--- src/rtl/cmos_dvp_tx_if.sv ---
// Pixel stream into the DVP transmitter: RGB565 data with a valid/ready handshake.
// The master is the pixel source; the slave is the transmitter.
interface cmos_dvp_tx_if;
    logic [15:0] pix_data;
    logic        pix_valid;
    logic        pix_ready;

    modport master (output pix_data, output pix_valid, input pix_ready);
    modport slave  (input pix_data, input pix_valid, output pix_ready);
endinterface

--- src/rtl/cmos_dvp_tx.sv ---
// Camera-side DVP transmitter: turns RGB565 pixels (stream or colour bars) into
// OV-style vsync/href/byte output, one byte per rising edge of cmos_clk_i.
module cmos_dvp_tx #(
    parameter int unsigned H_ACTIVE       = 640,
    parameter int unsigned V_ACTIVE       = 480,
    parameter int unsigned H_BLANK        = 144,
    parameter int unsigned VSYNC_LINES    = 3,
    parameter int unsigned V_BP           = 17,
    parameter int unsigned V_FP           = 10,
    parameter logic [15:0] UNDERFLOW_FILL = 16'h0000
) (
    input  logic              cmos_clk_i,
    input  logic              rst_n_i,
    input  logic              enable_i,
    input  logic              pattern_en_i,
    cmos_dvp_tx_if.slave      pix_if,
    output logic              cmos_vsync_o,
    output logic              cmos_href_o,
    output logic [7:0]        cmos_data_o,
    output logic              busy_o,
    output logic              frame_done_o,
    output logic              underflow_o
);

    localparam int unsigned LINE_LEN = 2 * H_ACTIVE + H_BLANK;
    localparam int unsigned HREF_LEN = 2 * H_ACTIVE;
    localparam int unsigned BAR_W    = H_ACTIVE / 8;
    localparam int unsigned H_W      = $clog2(LINE_LEN + 1);
    localparam int unsigned V_W      = $clog2(VSYNC_LINES + V_BP + V_ACTIVE + V_FP + 1);
    localparam int unsigned B_W      = (BAR_W > 1) ? $clog2(BAR_W) : 1;

    typedef enum logic [2:0] {
        ST_IDLE   = 3'd0,
        ST_VSYNC  = 3'd1,
        ST_VBP    = 3'd2,
        ST_ACTIVE = 3'd3,
        ST_VFP    = 3'd4
    } state_e;

    // Zero-length phases are never entered, so the frame's first/last phases depend on parameters.
    localparam state_e FIRST_ST = (VSYNC_LINES != 0) ? ST_VSYNC : ((V_BP != 0) ? ST_VBP : ST_ACTIVE);
    localparam state_e LAST_ST  = (V_FP != 0) ? ST_VFP : ST_ACTIVE;

    function automatic logic [V_W-1:0] last_line(input state_e s);
        logic [V_W-1:0] r;
        case (s)
            ST_VSYNC:  r = V_W'(VSYNC_LINES - 1);
            ST_VBP:    r = V_W'(V_BP - 1);
            ST_ACTIVE: r = V_W'(V_ACTIVE - 1);
            ST_VFP:    r = V_W'(V_FP - 1);
            default:   r = '0;
        endcase
        return r;
    endfunction

    // ST_IDLE as a result means "end of frame".
    function automatic state_e phase_after(input state_e s);
        state_e r;
        case (s)
            ST_VSYNC:  r = (V_BP != 0) ? ST_VBP : ST_ACTIVE;
            ST_VBP:    r = ST_ACTIVE;
            ST_ACTIVE: r = (V_FP != 0) ? ST_VFP : ST_IDLE;
            ST_VFP:    r = ST_IDLE;
            default:   r = ST_IDLE;
        endcase
        return r;
    endfunction

    function automatic logic [15:0] bar_color(input logic [2:0] bar);
        logic [15:0] c;
        case (bar)
            3'd0:    c = 16'hFFFF;
            3'd1:    c = 16'hFFE0;
            3'd2:    c = 16'h07FF;
            3'd3:    c = 16'h07E0;
            3'd4:    c = 16'hF81F;
            3'd5:    c = 16'hF800;
            3'd6:    c = 16'h001F;
            default: c = 16'h0000;
        endcase
        return c;
    endfunction

    state_e         state_q, state_d;
    logic [H_W-1:0] h_q, h_d;
    logic [V_W-1:0] v_q, v_d;
    logic           pattern_q, pattern_d;
    logic [2:0]     bar_q, bar_d;
    logic [B_W-1:0] bcnt_q, bcnt_d;
    logic [7:0]     lo_q, lo_d;
    logic           vsync_q, vsync_d;
    logic           href_q, href_d;
    logic [7:0]     data_q, data_d;
    logic           busy_q, busy_d;
    logic           done_q, done_d;
    logic           underflow_q, underflow_d;

    logic           start_s;
    logic           last_h_s;
    logic           last_v_s;
    logic           emit_s;
    logic [15:0]    pix_sel_s;

    // Next raster position: state, pixel-clock counter and line-within-phase counter.
    always_comb begin
        state_d  = state_q;
        h_d      = h_q;
        v_d      = v_q;
        start_s  = 1'b0;
        last_h_s = (h_q == H_W'(LINE_LEN - 1));
        last_v_s = (v_q == last_line(state_q));
        if (state_q == ST_IDLE) begin
            h_d = '0;
            v_d = '0;
            if (enable_i) begin
                state_d = FIRST_ST;
                start_s = 1'b1;
            end else begin
                state_d = ST_IDLE;
            end
        end else if (!last_h_s) begin
            h_d = h_q + H_W'(1);
        end else begin
            h_d = '0;
            if (!last_v_s) begin
                v_d = v_q + V_W'(1);
            end else begin
                v_d = '0;
                if (phase_after(state_q) != ST_IDLE) begin
                    state_d = phase_after(state_q);
                end else if (enable_i) begin
                    state_d = FIRST_ST;
                    start_s = 1'b1;
                end else begin
                    state_d = ST_IDLE;
                end
            end
        end
    end

    // Outputs for the next position; pixels are fetched on the high-byte cycle.
    always_comb begin
        href_d      = (state_d == ST_ACTIVE) && (h_d < H_W'(HREF_LEN));
        emit_s      = href_d && !h_d[0];
        pattern_d   = start_s ? pattern_en_i : pattern_q;
        pix_sel_s   = UNDERFLOW_FILL;
        if (pattern_q) begin
            pix_sel_s = bar_color(bar_q);
        end else if (pix_if.pix_valid) begin
            pix_sel_s = pix_if.pix_data;
        end else begin
            pix_sel_s = UNDERFLOW_FILL;
        end
        bar_d  = bar_q;
        bcnt_d = bcnt_q;
        if (!href_d) begin
            bar_d  = 3'd0;
            bcnt_d = '0;
        end else if (emit_s) begin
            if (bcnt_q == B_W'(BAR_W - 1)) begin
                bcnt_d = '0;
                bar_d  = bar_q + 3'd1;
            end else begin
                bcnt_d = bcnt_q + B_W'(1);
            end
        end else begin
            bar_d  = bar_q;
            bcnt_d = bcnt_q;
        end
        lo_d = emit_s ? pix_sel_s[7:0] : lo_q;
        if (!href_d) begin
            data_d = 8'h00;
        end else if (emit_s) begin
            data_d = pix_sel_s[15:8];
        end else begin
            data_d = lo_q;
        end
        underflow_d = start_s ? 1'b0 : (underflow_q | (emit_s & ~pattern_q & ~pix_if.pix_valid));
        vsync_d     = (state_d == ST_VSYNC);
        busy_d      = (state_d != ST_IDLE);
        done_d      = (state_d == LAST_ST) && (v_d == last_line(LAST_ST)) &&
                      (h_d == H_W'(LINE_LEN - 1));
    end

    assign pix_if.pix_ready = emit_s & ~pattern_q;

    // State, counters and registered outputs.
    always_ff @(posedge cmos_clk_i or negedge rst_n_i) begin
        if (!rst_n_i) begin
            state_q     <= ST_IDLE;
            h_q         <= '0;
            v_q         <= '0;
            pattern_q   <= 1'b0;
            bar_q       <= 3'd0;
            bcnt_q      <= '0;
            lo_q        <= 8'h00;
            vsync_q     <= 1'b0;
            href_q      <= 1'b0;
            data_q      <= 8'h00;
            busy_q      <= 1'b0;
            done_q      <= 1'b0;
            underflow_q <= 1'b0;
        end else begin
            state_q     <= state_d;
            h_q         <= h_d;
            v_q         <= v_d;
            pattern_q   <= pattern_d;
            bar_q       <= bar_d;
            bcnt_q      <= bcnt_d;
            lo_q        <= lo_d;
            vsync_q     <= vsync_d;
            href_q      <= href_d;
            data_q      <= data_d;
            busy_q      <= busy_d;
            done_q      <= done_d;
            underflow_q <= underflow_d;
        end
    end

    assign cmos_vsync_o = vsync_q;
    assign cmos_href_o  = href_q;
    assign cmos_data_o  = data_q;
    assign busy_o       = busy_q;
    assign frame_done_o = done_q;
    assign underflow_o  = underflow_q;

endmodule

--- src/flat_wrapper.sv ---
// flat-port wrapper written by rule: the top's interface ports become plain ports
module cmos_dvp_tx_flat 
#(
    parameter int unsigned H_ACTIVE       = 640,
    parameter int unsigned V_ACTIVE       = 480,
    parameter int unsigned H_BLANK        = 144,
    parameter int unsigned VSYNC_LINES    = 3,
    parameter int unsigned V_BP           = 17,
    parameter int unsigned V_FP           = 10,
    parameter logic [15:0] UNDERFLOW_FILL = 16'h0000
)
  (cmos_clk_i, rst_n_i, enable_i, pattern_en_i, cmos_vsync_o, cmos_href_o, cmos_data_o, busy_o, frame_done_o, underflow_o, pix_if_pix_data, pix_if_pix_valid, pix_if_pix_ready);
  cmos_dvp_tx_if pix_if_i ();
  input  logic cmos_clk_i;
  input  logic rst_n_i;
  input  logic enable_i;
  input  logic pattern_en_i;
  output logic cmos_vsync_o;
  output logic cmos_href_o;
  output logic [7:0] cmos_data_o;
  output logic busy_o;
  output logic frame_done_o;
  output logic underflow_o;
  input wire logic [$bits(pix_if_i.pix_data)-1:0] pix_if_pix_data;
  input wire logic [$bits(pix_if_i.pix_valid)-1:0] pix_if_pix_valid;
  output wire logic [$bits(pix_if_i.pix_ready)-1:0] pix_if_pix_ready;
  assign pix_if_i.pix_data = pix_if_pix_data;
  assign pix_if_i.pix_valid = pix_if_pix_valid;
  assign pix_if_pix_ready = pix_if_i.pix_ready;
  cmos_dvp_tx #(.H_ACTIVE(H_ACTIVE), .V_ACTIVE(V_ACTIVE), .H_BLANK(H_BLANK), .VSYNC_LINES(VSYNC_LINES), .V_BP(V_BP), .V_FP(V_FP), .UNDERFLOW_FILL(UNDERFLOW_FILL)) u_core (.cmos_clk_i(cmos_clk_i), .rst_n_i(rst_n_i), .enable_i(enable_i), .pattern_en_i(pattern_en_i), .pix_if(pix_if_i), .cmos_vsync_o(cmos_vsync_o), .cmos_href_o(cmos_href_o), .cmos_data_o(cmos_data_o), .busy_o(busy_o), .frame_done_o(frame_done_o), .underflow_o(underflow_o));
endmodule
--- config.mk ---
export PLATFORM = sky130hd
export DESIGN_NAME = cmos_dvp_tx_flat
export DESIGN_NICKNAME = d
export VERILOG_FILES = /design/src/rtl/cmos_dvp_tx_if.sv /design/src/rtl/cmos_dvp_tx.sv /design/src/flat_wrapper.sv
export SDC_FILE = /design/constraint.sdc
export NUM_CORES = 1
export LEC_CHECK = 0
export CORE_ASPECT_RATIO = 1.1
export CORE_MARGIN = 1
export CORE_UTILIZATION = 25
export CTS_BUF_LIST = sky130_fd_sc_hd__clkbuf_4 sky130_fd_sc_hd__clkbuf_8
export CTS_CLUSTER_SIZE = 14
export DETAILED_ROUTE_END_ITERATION = 12
export GPL_TIMING_DRIVEN = 0
export PLACE_DENSITY_LB_ADDON = 0.12
export SETUP_SLACK_MARGIN = 0.1
export SYNTH_ARGS = -nofsm -noshare
export SYNTH_HDL_FRONTEND = slang
export SYNTH_SLANG_ARGS = --single-unit
--- constraint.sdc ---
create_clock -name cmos_clk_i -period 2.7 [get_ports cmos_clk_i]
set_input_delay 0.405 -clock cmos_clk_i [delete_from_list [all_inputs] [get_ports cmos_clk_i]]
set_output_delay 0.405 -clock cmos_clk_i [all_outputs]
set_load 0.005 [all_outputs]
======== After elaboration in Yosys (flattened, before gate mapping) ========
Cells that the tools add are included.
operators by class
  add/sub/neg operators ................... 4
  order comparisons ....................... 1
  equal/unequal tests ..................... 20
  muxes and demuxes ....................... 32
  bitwise logic cells ..................... 5
  reductions and logical operators ........ 10
operators by type and width
  operator               number
  $pmux 16 s7            1
  $pmux 9 s4             1
  $mux 16                2
  $mux 3                 10
  $mux 9                 3
  $eq 11x11->1 const B   2
  $mux 11                2
  $mux 7                 3
  $mux 8                 2
  $eq 3x2->1 const B     5
  $eq 3x3->1 const B     5
  $add 11x1->11 const B  1
  $lt 11x11->1 const B   1
  $add 9x1->9 const B    1
  $eq 3x1->1 const B     3
  $eq 9x4->1 const B     1
  $eq 9x9->1             1
  $pmux 3 s3             1
  $add 7x1->7 const B    1
  $eq 7x7->1 const B     1
  $mux 1                 7
  $logic_not 3->1        2
  $reduce_bool 3->1      2
  $logic_and 1x1->1      4
  7 further kinds        10
storage, ports and cells
  register bits after elaboration ......... 55
  bits of input ports ..................... 21
  output and inout port bits .............. 14

======== Longest topological paths before layout ========
Gate-level depths: netlist (run 1).
  word-level depth ........................ 18
  mapped depth ............................ 12
  mapped depth without buffers ............ 9

======== Least setup slack after synthesis (run 1) ========
No wires, ideal clock.
  kind .................................... register -> output
  from .................................... reg u_core.h_q[0]
  to ...................................... out pix_if_pix_ready
  data arrival time ....................... 2,037 ps
  path slack .............................. 258 ps
  cell stages (with the launch flop) ...... 11
  buffers on the path ..................... 2
  path through ............................ dfrtp_1 ha_1 and3_2 clkbuf_1 a31o_1 buf_6 a21oi_1 o21ai_0 o2111ai_2 nand2b_4 nor2_1
on the way
  word-level cells in the longest chain between the ends .. 7
  elaborated cells between the ends (all ways) .. 12
ends and longest elaborated chain
  what                                           line                                    RTL
  start: declaration                             cmos_dvp_tx.sv:85                       logic [H_W-1:0] h_q, h_d;
  start signal: assignment                       cmos_dvp_tx.sv:191                      h_q <= '0;
  start signal: assignment                       cmos_dvp_tx.sv:205                      h_q <= h_d;
  $add 11x1->11 or $eq 11x11->1 (tied branches)  cmos_dvp_tx.sv:122, cmos_dvp_tx.sv:110
  $mux 11 (*)                                    cmos_dvp_tx.sv:121                      end else if (!last_h_s) begin
  $mux 11 (*)                                    cmos_dvp_tx.sv:112                      if (state_q == ST_IDLE) begin
  named net u_core.h_d[9]                        cmos_dvp_tx.sv:85
  $lt 11x11->1 (*)                               cmos_dvp_tx.sv:143                      href_d = (state_d == ST_ACTIVE) && (h_d < H_W'(HREF_LEN));
  $logic_and 1x1->1 (*)                          cmos_dvp_tx.sv:143
  $logic_and 1x1->1 (*)                          cmos_dvp_tx.sv:144                      emit_s = href_d && !h_d[0];
  $and 1x1->1 (*)                                cmos_dvp_tx.sv:185                      assign pix_if.pix_ready = emit_s & ~pattern_q;
  end: declaration                               flat_wrapper.sv:26                      output wire logic [$bits(pix_if_i.pix_ready)-1:0] pix_if_pix_ready;
Mark *: on every way through the listed nets, which the timed path passes. The rest lies on a longest branch.

======== Worst setup path in the final report (run 1) ========
  from .................................... reg u_core.state_q[2]
  to ...................................... out pix_if_pix_ready
on the way
  word-level cells in the longest chain between the ends .. 14
  elaborated cells between the ends (all ways) .. 23
ends and longest elaborated chain
  what                                      line                                  RTL
  start: declaration                        cmos_dvp_tx.sv:84                     state_e state_q, state_d;
  start signal: assignment                  cmos_dvp_tx.sv:204                    state_q <= state_d;
  $eq 3x2->1 or $eq 3x1->1 (tied branches)  cmos_dvp_tx.sv:46, cmos_dvp_tx.sv:59
  $pmux 3 s3                                cmos_dvp_tx.sv:59                     case (s)
  $mux 3                                    cmos_dvp_tx.sv:125                    if (!last_v_s) begin
  $mux 3                                    cmos_dvp_tx.sv:121
  $mux 3                                    cmos_dvp_tx.sv:112
  $reduce_bool 3->1                         cmos_dvp_tx.sv:129                    if (phase_after(state_q) != ST_IDLE) begin
  $mux 3                                    cmos_dvp_tx.sv:129
  $mux 3                                    cmos_dvp_tx.sv:125
  $mux 3                                    cmos_dvp_tx.sv:121
  $mux 3                                    cmos_dvp_tx.sv:112
  $eq 3x2->1                                cmos_dvp_tx.sv:143
  $logic_and 1x1->1                         cmos_dvp_tx.sv:143
  $logic_and 1x1->1 (*)                     cmos_dvp_tx.sv:144
  $and 1x1->1 (*)                           cmos_dvp_tx.sv:185
Every way passes the cells marked *; elsewhere a longest branch is shown, timed or not. The select of a mux whose other input is x is not followed.

==> flow_metrics.env, run 1 <==
export IMPL_dp_cells=527
export IMPL_clock_sinks=55
export IMPL_top_layer_used="met4"
export IMPL_setup_violations=1
export IMPL_met3WireLength_um=223
export IMPL_start_kind="register"
export IMPL_post_route_worst_setup_slack_ps=-103.8
export IMPL_worstPathArrival_ps=2400
export IMPL_clock_latency_ps=320
export IMPL_violations="setup timing"
export IMPL_drv_slew=0
export IMPL_power_density_nw_per_um2=454.0
export IMPL_dr_pass1_iters=4
export IMPL_num_vias=2669
export IMPL_synth_edf_count=0
export IMPL_cp_end_kind="output port"
export IMPL_synthesis_area_sq_um=3154
export IMPL_synth_most_common_cell="dfrtp_1"
export IMPL_crit_required_ps=2300
export IMPL_ir_drop_uv=185.8
export IMPL_syn_nets=368
export IMPL_seq_area_frac_synth_pct=43.63
export IMPL_crit_chain="nand3b_1 > mux2i_2 > a311oi_4 > buf_4 > a31oi_4 > o2111ai_4 > nand2b_4 > nor2_2 > buf_2"
export IMPL_ant_nets=0
export IMPL_routed_via_density=4.870
export IMPL_htreeDepth=2
export IMPL_wirelength_met1_um=4126
export IMPL_timing_fmax_mhz=356.7
export IMPL_hold_viol=0
export IMPL_ys_ff_latch=55
export IMPL_final_area_sq_um=4018
export IMPL_antenna_cells=0
export IMPL_rsz0062_at_grt="yes"
export IMPL_synth_area_leaders="dfrtp_1 (44%), nor2_1 (6.1%), o21ai_0 (3.5%)"
export IMPL_place_gp_congestion=0.7613
export IMPL_clk_pin_slew_worst_paths_ps=100
export IMPL_path_buf_inv=2
export IMPL_synth_main_ff_cell="dfrtp_1"
export IMPL_leakage_nw=1.628
export IMPL_routed_wl_met2_um=3826
export IMPL_start_util_pct=25.87
export IMPL_wire_per_inst_um=15.11
export IMPL_endpoint="pix_if_pix_ready"
export IMPL_routed_wl_um=8279
export IMPL_preCtsSetupSlack_ps=-789.0
export IMPL_grt_pass1_vias=2705
export IMPL_path_max_fanout=4
export IMPL_area_growth_pct=27.37
export IMPL_ff2ff_path_depth=9
export IMPL_cp_num_cells=9
export IMPL_slew_headroom_pct=49.90
export IMPL_criticalPathCategory="register to output port"
export IMPL_r2r_slack_ps=110
export IMPL_drive_gt1_share_pct=19.54
export IMPL_grt_total_usage_pct=13.72
export IMPL_crit_start="u_core.state_q[2]"
export IMPL_syn_inst=339
export IMPL_rows=42
export IMPL_ioPinCount=35
export IMPL_postSynthAreaPerCell_sq_um=9.305
export IMPL_tns_ps=-103.8
export IMPL_globalRouteOverflowTotal=0
export IMPL_grt_pass1_wl_um=13850
export IMPL_yosysUniqueCellTypes=61
export IMPL_hpwl_um=5638
export IMPL_path_delay_family="compound AO/OA/AOI/OAI gates"
export IMPL_portBuffers=34
export IMPL_fin_nets=423
export IMPL_hold_class="input port to asynchronous set/reset pin"
export IMPL_drt_initial_drc_count=128
export IMPL_die_w_um=109.1
export IMPL_dieArea_sq_um=13070
export IMPL_async_flop_share_pct=100.0
export IMPL_hold_buffers=0
export IMPL_critPathSlowestCell="dfrtp_1"
export IMPL_stdcell_count=548
export IMPL_fp_coreArea_sq_um=12190
export IMPL_outcome="complete, but fails checks"
export IMPL_clock_path_buffers=2
export IMPL_reg2reg_from="u_core.state_q[2]"
export IMPL_antenna_found_initial=0
export IMPL_tightest_slew_ps=751.4
export IMPL_cts_tree="yes"
export IMPL_critPathMaxStageDelay_ps=420
export IMPL_period_minus_slack_ps=2804
export IMPL_route_detailed_drc=0
export IMPL_cts_buffers=5
export IMPL_drv_cap=0
export IMPL_synth_largest_area_cell="dfrtp_1"
export IMPL_cts_root_buf="clkbuf_8"
export IMPL_synth_commonest_cells="dfrtp_1 (55), nor2_1 (51), nand2_1 (27)"
export IMPL_layout_worst_path_cycle_share_pct=103.8
export IMPL_synth_top_cell_area_share_pct=43.63
export IMPL_reg2reg_to="u_core.frame_done_o"
export IMPL_place_area_sq_um=3685
export IMPL_fp_dieH_um=119.8
export IMPL_yosysWarnings=0
export IMPL_fin_skew_ps=5.537
export IMPL_grt_max_degree=56
==> final cells by class <==
type / instances / area [sq um]
fillers: 1332 / 8174
multi-input cells: 254 / 1715
flip-flops and latches: 55 / 1383
repair buffers: 49 / 445.4
well taps: 154 / 192.7
plain buffers: 18 / 152.6
clock buffers: 6 / 82.58
inverters: 11 / 41.29
clock inverters: 1 / 5.005
==> sequential cells by signal, summed over array words and instances, names as in the netlist <==
| signal | flops |
|---|---|
| u_core.bcnt_q | 7 |
| u_core.state_q | 3 |
| u_core.pattern_q | 1 |
| u_core.cmos_href_o | 1 |
| u_core.cmos_data_o | 8 |
| u_core.cmos_vsync_o | 1 |
| u_core.lo_q | 8 |
| u_core.busy_o | 1 |
| u_core.frame_done_o | 1 |
| u_core.h_q | 11 |
| u_core.bar_q | 3 |
| u_core.underflow_o | 1 |
| u_core.v_q | 9 |
==> per-layer routing <==
layer / track usage, % / vias to the layer above
met4: 4.054 / 0
met5: 0 / -
met3: 2.336 / 7
met1: 19.14 / 1315
li1: - / 1308
met2: 21.50 / 39
==> how the worst min path moves through the flow <==
stage / end / cells after the start
after floorplan: u_core.bar_q[0] / 0
after global placement: u_core.lo_q[6] / 1
after detailed placement: u_core.lo_q[6] / 1
after CTS: u_core.bar_q[1] / 1
after global routing: u_core.bar_q[1] / 1
final: u_core.state_q[0] / 1
==> power breakdown <==
part           switching (mW)  leakage, nW  internal (mW)
clock                   0.285       0.0470          0.203
combinational           0.262        0.869          0.170
sequential             0.0413        0.713          0.863
==> cell usage in the layout, fill, tap and decap left out, types with 4 or more instances in the layout <==
master / instances
dfrtp_2: 5
nand4_1: 5
nand2_1: 26
buf_4: 20
nand2b_1: 5
a21oi_1: 13
a311oi_1: 4
clkbuf_8: 11
inv_1: 10
a211oi_1: 7
buf_2: 4
nand3_1: 13
o21ai_0: 20
nor3_1: 10
ha_1: 7
dfrtp_1: 50
clkdlybuf4s50_1: 32
xor2_1: 10
nor2_1: 49
xnor2_1: 9
==> through the flow <==
| step | total power [mW] | hold WS [ps] | utilization, % |
|---|---|---|---|
| 4_1_cts | 1.853 | 176.9 | 32.67 |
| 3_3_place_gp | 1.316 | 471.3 | 30.24 |
| 3_5_place_dp | 1.318 | 475.4 | 30.22 |
| 2_1_floorplan | 1.167 | 109.4 | - |
| 6_report | 1.824 | 149.2 | 32.95 |
| 5_1_grt | 1.951 | 197.7 | 32.95 |
==> cell families after synthesis <==
logic type / Yosys count / share of synthesized area, %
buffers and inverters: 30 / 5.751
multiplexers: 7 / 2.380
AO/OA/AOI/OAI: 72 / 15.55
adder cells (fa/ha/maj): 8 / 3.173
flip-flops: 55 / 43.63
XOR/XNOR: 19 / 5.276
AND/OR/NAND/NOR: 148 / 24.24
==> timing repair <==
action                                  in CTS  in global routing
endpoints found under the setup margin      30                 14
setup buffers                               13                  2
resized for setup                           33                  9
pin swaps                                   11                  6
Note: power is estimated with default switching activity, not from simulation.
==> run 2, diff against run 1 <==
Settings changed: GPL_ROUTABILITY_DRIVEN from default to 0.
Clock period 2.7 ns to 3.4 ns, I/O delays scaled along.
==> run 2 against run 1 <==
Against the previous run: the flow now finishes without violations; cell count is 1.5% lower; core utilization is 1.0 points lower; total power is 22% lower; setup slack better by 440 ps; critical endpoint unchanged; sequential cell count stayed put; largest cell class unchanged; critical path depth is 1 lower; die area stayed put; register-to-register slack better by 630 ps.
==> flow_metrics.env, run 2 (synthesis gave the netlist of run 1 again) <==
export IMPL_outcome="finished, final reports clean"
export IMPL_routed_via_density=4.930
export IMPL_rows=42
export IMPL_drv_cap=0
export IMPL_drv_slew=0
export IMPL_portBuffers=34
export IMPL_htreeDepth=2
export IMPL_clock_sinks=55
export IMPL_fp_dieH_um=119.8
export IMPL_setup_violations=0
export IMPL_ioPinCount=35
export IMPL_path_max_fanout=8
export IMPL_ir_drop_uv=147.0
export IMPL_wire_per_inst_um=15.16
export IMPL_seq_power_share_pct=50.4
export IMPL_slew_headroom_pct=50.12
export IMPL_dieArea_sq_um=13070
export IMPL_crit_required_ps=2890
export IMPL_whs_ps=253.7
export IMPL_globalRouteOverflowTotal=0
export IMPL_clock_latency_ps=320
export IMPL_antenna_found_initial=0
export IMPL_ant_nets=0
export IMPL_grt_max_degree=56
export IMPL_cts_tree="yes"
export IMPL_p_sw_mw=0.4571
export IMPL_stdcell_count=540
export IMPL_antenna_cells=0
export IMPL_fin_util_pct=31.91
export IMPL_regMostFlops="u_core.h_q"
export IMPL_reg2reg_to="u_core.lo_q[5]"
export IMPL_area_growth_pct=23.32
export IMPL_final_cell_mix="dfrtp_1 (55), nor2_1 (50), clkdlybuf4s50_1 (32), nand2_1 (27), o21ai_0 (20)"
export IMPL_crit_chain="nor4bb_1 > a31oi_1 > o32ai_2 > a31oi_2 > o2111ai_4 > nand2b_4 > nor2_1 > dlygate4sd2_1"
export IMPL_drt_initial_drc_count=112
export IMPL_dr_pass1_iters=4
export IMPL_cts_buffers=5
export IMPL_grt_total_usage_pct=13.59
export IMPL_r2r_slack_ps=740
export IMPL_grt_pass1_wl_um=13710
export IMPL_power_density_nw_per_um2=366.4
export IMPL_num_fill_cells=1332
export IMPL_largest_reg_flops=11
export IMPL_sw_frac_of_total_pct=32.07
export IMPL_fp_coreArea_sq_um=12190
export IMPL_worstPathArrival_ps=2560
export IMPL_internal_power_mw=0.9683
export IMPL_start_kind="register"
export IMPL_timing_fmax_mhz=325.9
export IMPL_critPathSlowestCell="dfrtp_1"
export IMPL_dp_cells=527
export IMPL_cp_end_kind="output port"
export IMPL_leakage_nw=1.592
export IMPL_fin_skew_ps=6.733
export IMPL_route_detailed_drc=0
export IMPL_hold_viol=0
export IMPL_clock_path_buffers=2
export IMPL_critPathMaxStageDelay_ps=550
export IMPL_hold_class="input port to asynchronous set/reset pin"
export IMPL_hold_buffers=0
export IMPL_final_common_cell="dfrtp_1"
export IMPL_p_comb_share_pct=22.7
export IMPL_drive_gt1_share_pct=14.25
export IMPL_start_util_pct=25.87
export IMPL_criticalPathCategory="register to output port"
export IMPL_routed_wl_um=8184
export IMPL_tightest_slew_ps=748.2
export IMPL_hpwl_um=5638
export IMPL_rsz0062_at_grt="no"
export IMPL_die_w_um=109.1
export IMPL_fin_nets=415
export IMPL_layout_worst_path_cycle_share_pct=90.23
export IMPL_grt_pass1_vias=2658
export IMPL_reg_top3="u_core.h_q x11, u_core.v_q x9"
export IMPL_reg2reg_from="u_core.v_q[1]"
export IMPL_period_minus_slack_ps=3068
export IMPL_clk_pin_slew_worst_paths_ps=100
export IMPL_num_vias=2662
export IMPL_ff2ff_path_depth=9
export IMPL_clkPwrFrac_pct=27.0
export IMPL_cts_root_buf="clkbuf_8"
run 2: worst max path at each step:
stage | from | endpoint | cells after the start
3_3_place_gp | rst_n_i | u_core.cmos_data_o[7] | 1
2_1_floorplan | u_core.h_q[0] | pix_if_pix_ready | 10
3_5_place_dp | u_core.h_q[0] | pix_if_pix_ready | 11
4_1_cts | u_core.v_q[2] | pix_if_pix_ready | 9
6_report | u_core.v_q[1] | pix_if_pix_ready | 8
5_1_grt | u_core.h_q[4] | pix_if_pix_ready | 9
run 2: final cells by class:
cell class	count	area (sq um)	share of cell area, %
inverters	11	41.29	1.061
well taps	154	192.7	4.953
clock inverters	1	5.005	0.1287
multi-input cells	254	1663	42.75
clock buffers	6	82.58	2.123
plain buffers	18	140.1	3.602
repair buffers	41	389.1	10.00
flip-flops and latches	55	1376	35.38
run 2: worst max-delay path: cells and delay by family, from the launching register on:
kind            cells  cell delay (ps)
compound gates      4              880
buf+inv             1              260
flops               1              550
simple gates        3              550
run 2: power groups by stage:
| stage | Combinational, mW | Clock (mW) | Sequential, mW |
|---|---|---|---|
| 6_report | 0.323 | 0.384 | 0.718 |
| 5_1_grt | 0.367 | 0.438 | 0.725 |
| 4_1_cts | 0.331 | 0.408 | 0.719 |
| 3_5_place_dp | 0.314 | 0 | 0.733 |
| 3_3_place_gp | 0.313 | 0 | 0.731 |
| 2_1_floorplan | 0.203 | 0 | 0.724 |
run 2: metal layers:
metal / track usage, % / share of wire [%]
met1: 19.00 / 51
met2: 21.23 / 45
met3: 2.336 / 2.6
met4: 4.054 / 1.4
met5: 0 / 0
run 2: stage by stage:
step	area, sq um	worst slack [ps]	setup TNS [ps]	total power [mW]
floorplan	3154	853.4	0	0.9270
global placement	3687	-232.0	-12670	1.045
detailed placement	3685	-194.0	-194.0	1.047
CTS	3890	339.4	0	1.457
global route	3890	171.3	0	1.529
finish	3890	332.0	0	1.425
run 2: timing repair:
action                                  in CTS  in global routing
setup buffers                                7                  0
endpoints found under the setup margin       1                  0
hold endpoints to repair                     0                  0
gates resized for setup                     17                  0
==> run 3, diff against run 2 <==
Settings changed: PLACE_DENSITY_LB_ADDON 0.12 to 0.3.
==> run 3 against run 2 <==
Against the previous run: core utilization up 0.89 points; largest power group unchanged; sequential cell count unchanged; register-to-register slack better by 110 ps; sequential share of layout area fell by 0.90 points; via count rose by 0.11%; combinational power grew 5%; non-clock buffer count increased by 4; maximum frequency is 5.7% higher; critical path type unchanged; final area up 2.8%; clock power is 20% higher.
==> flow_metrics.env, run 3 (synthesis gave the netlist of run 1 again) <==
export IMPL_area_growth_pct=26.78
export IMPL_criticalPathCategory="register to output port"
export IMPL_die_w_um=109.1
export IMPL_clock_latency_ps=320
export IMPL_p_sw_mw=0.4614
export IMPL_clock_sinks=55
export IMPL_rsz0062_at_grt="no"
export IMPL_fin_nets=419
export IMPL_leakage_nw=1.653
export IMPL_final_area_sq_um=3999
export IMPL_drv_slew=0
export IMPL_layout_worst_path_cycle_share_pct=85.35
export IMPL_reg_top3="u_core.h_q x11, u_core.v_q x9"
export IMPL_num_vias=2665
export IMPL_num_fill_cells=1291
export IMPL_crit_chain="buf_4 > nand3_2 > or4_1 > a21oi_1 > o21ai_2 > o2111ai_4 > nand2b_4 > nor2_1 > dlymetal6s2s_1"
export IMPL_antenna_found_initial=0
export IMPL_cts_buffers=5
export IMPL_slew_headroom_pct=62.32
export IMPL_worstPathArrival_ps=2390
export IMPL_timing_fmax_mhz=344.6
export IMPL_fin_skew_ps=7.917
export IMPL_seqCellArea_sq_um=1379
export IMPL_place_area_sq_um=3702
export IMPL_largest_reg_flops=11
export IMPL_period_minus_slack_ps=2902
export IMPL_clk_pin_slew_worst_paths_ps=110
export IMPL_clock_path_buffers=2
export IMPL_hold_buffers=0
export IMPL_critPathMaxStageDelay_ps=490
export IMPL_setup_violations=0
export IMPL_ir_drop_uv=212.2
export IMPL_multiInputGateArea_sq_um=1698
export IMPL_internal_power_mw=1.052
export IMPL_tightest_slew_ps=565.2
export IMPL_dr_pass1_iters=4
export IMPL_grt_pass1_wl_um=13000
export IMPL_grt_max_degree=34
export IMPL_cts_tree="yes"
export IMPL_rows=42
export IMPL_fp_coreArea_sq_um=12190
export IMPL_ant_nets=0
export IMPL_path_delay_family="simple AND/OR/NAND/NOR gates"
export IMPL_antenna_cells=0
export IMPL_hold_viol=0
export IMPL_htreeDepth=2
export IMPL_cts_root_buf="clkbuf_8"
export IMPL_hpwl_um=5482
export IMPL_routed_via_density=4.890
export IMPL_outcome="finished, final reports clean"
export IMPL_drive_gt1_share_pct=16.88
export IMPL_path_max_fanout=7
export IMPL_portBuffers=34
export IMPL_regMostFlops="u_core.h_q"
export IMPL_preCtsSetupSlack_ps=-91.96
export IMPL_r2r_slack_ps=850
export IMPL_seq_power_share_pct=47.3
export IMPL_final_common_cell="dfrtp_1"
export IMPL_grt_total_usage_pct=12.51
export IMPL_start_kind="register"
export IMPL_path_buf_inv=2
export IMPL_ioPinCount=35
export IMPL_fp_dieH_um=119.8
export IMPL_final_cell_mix="dfrtp_1 (53), nor2_1 (50), clkdlybuf4s50_1 (32), nand2_1 (27), o21ai_0 (20)"
export IMPL_drt_initial_drc_count=179
export IMPL_crit_required_ps=2890
export IMPL_wire_per_inst_um=14.09
export IMPL_grt_pass1_vias=2654
export IMPL_critPathSlowestCell="or4_1"
export IMPL_route_detailed_drc=0
export IMPL_hold_class="input port to asynchronous set/reset pin"
export IMPL_drv_cap=0
export IMPL_cp_end_kind="output port"
export IMPL_sw_frac_of_total_pct=30.49
export IMPL_globalRouteOverflowTotal=0
export IMPL_routed_wl_um=7680
export IMPL_power_density_nw_per_um2=378.5
export IMPL_clkPwrFrac_pct=30.4
export IMPL_p_comb_share_pct=22.4
export IMPL_post_route_worst_setup_slack_ps=498.2
export IMPL_start_util_pct=25.87
export IMPL_dieArea_sq_um=13070
run 3: cell count changes in the layout (fill, tap and decap cells not counted), moves of 2 or more:
cell / before / now
clkbuf_4: 0 / 2
dfrtp_2: 0 / 2
buf_2: 4 / 6
dfrtp_1: 55 / 53
run 3: routing by layer:
metal / global-route usage (%) / vias to the layer above / share of wire, %
li1: - / 1306 / -
met1: 16.88 / 1301 / 47
met2: 20.36 / 48 / 49
met3: 2.010 / 10 / 3.0
met4: 3.716 / 0 / 1.4
met5: 0 / - / 0
run 3: area by class of cell:
type	instances	area share (%)
Buffer	18	3.504
Sequential cell	55	34.48
Clock buffer	6	1.909
Timing Repair Buffer	45	10.83
Clock inverter	2	0.9700
Inverter	11	1.033
Tap cell	154	4.819
Multi-Input combinational cell	254	42.46
run 3: worst paths after layout:
path,start,end,cells after the start
worst max-delay path,u_core.h_q[4],pix_if_pix_ready,9
worst min-delay path,rst_n_i,u_core.cmos_data_o[5],1
worst max register to register,u_core.h_q[0],u_core.cmos_data_o[6],11
worst min register to register,u_core.lo_q[6],u_core.lo_q[6],1
max in group asynchronous,rst_n_i,u_core.v_q[1],2
min in group cmos_clk_i,u_core.lo_q[6],u_core.lo_q[6],1
run 3: repair_timing:
action / in CTS / in global routing
pin swaps: 5 / 5
setup buffers: 4 / 6
endpoints found under the setup margin: 1 / 1
resized for setup: 15 / 11
run 3: power by group through the flow:
stage / Clock [mW] / Combinational, mW / Sequential (mW)
detailed placement: 0 / 0.307 / 0.732
global route: 0.494 / 0.376 / 0.718
floorplan: 0 / 0.203 / 0.724
CTS: 0.476 / 0.324 / 0.718
global placement: 0 / 0.303 / 0.730
finish: 0.460 / 0.338 / 0.715
run 3: through the flow:
stage | total power [mW] | setup TNS (ps) | std cells | hold WS [ps] | utilization, %
after floorplan | 0.9270 | 0 | 339 | 214.4 | -
after global placement | 1.033 | -214.2 | 527 | 471.4 | 30.24
after detailed placement | 1.039 | -91.96 | 528 | 479.4 | 30.37
after CTS | 1.518 | 0 | 539 | 180.5 | 32.03
after global routing | 1.589 | 0 | 545 | 203.5 | 32.80
final | 1.514 | 0 | 545 | 165.8 | 32.80
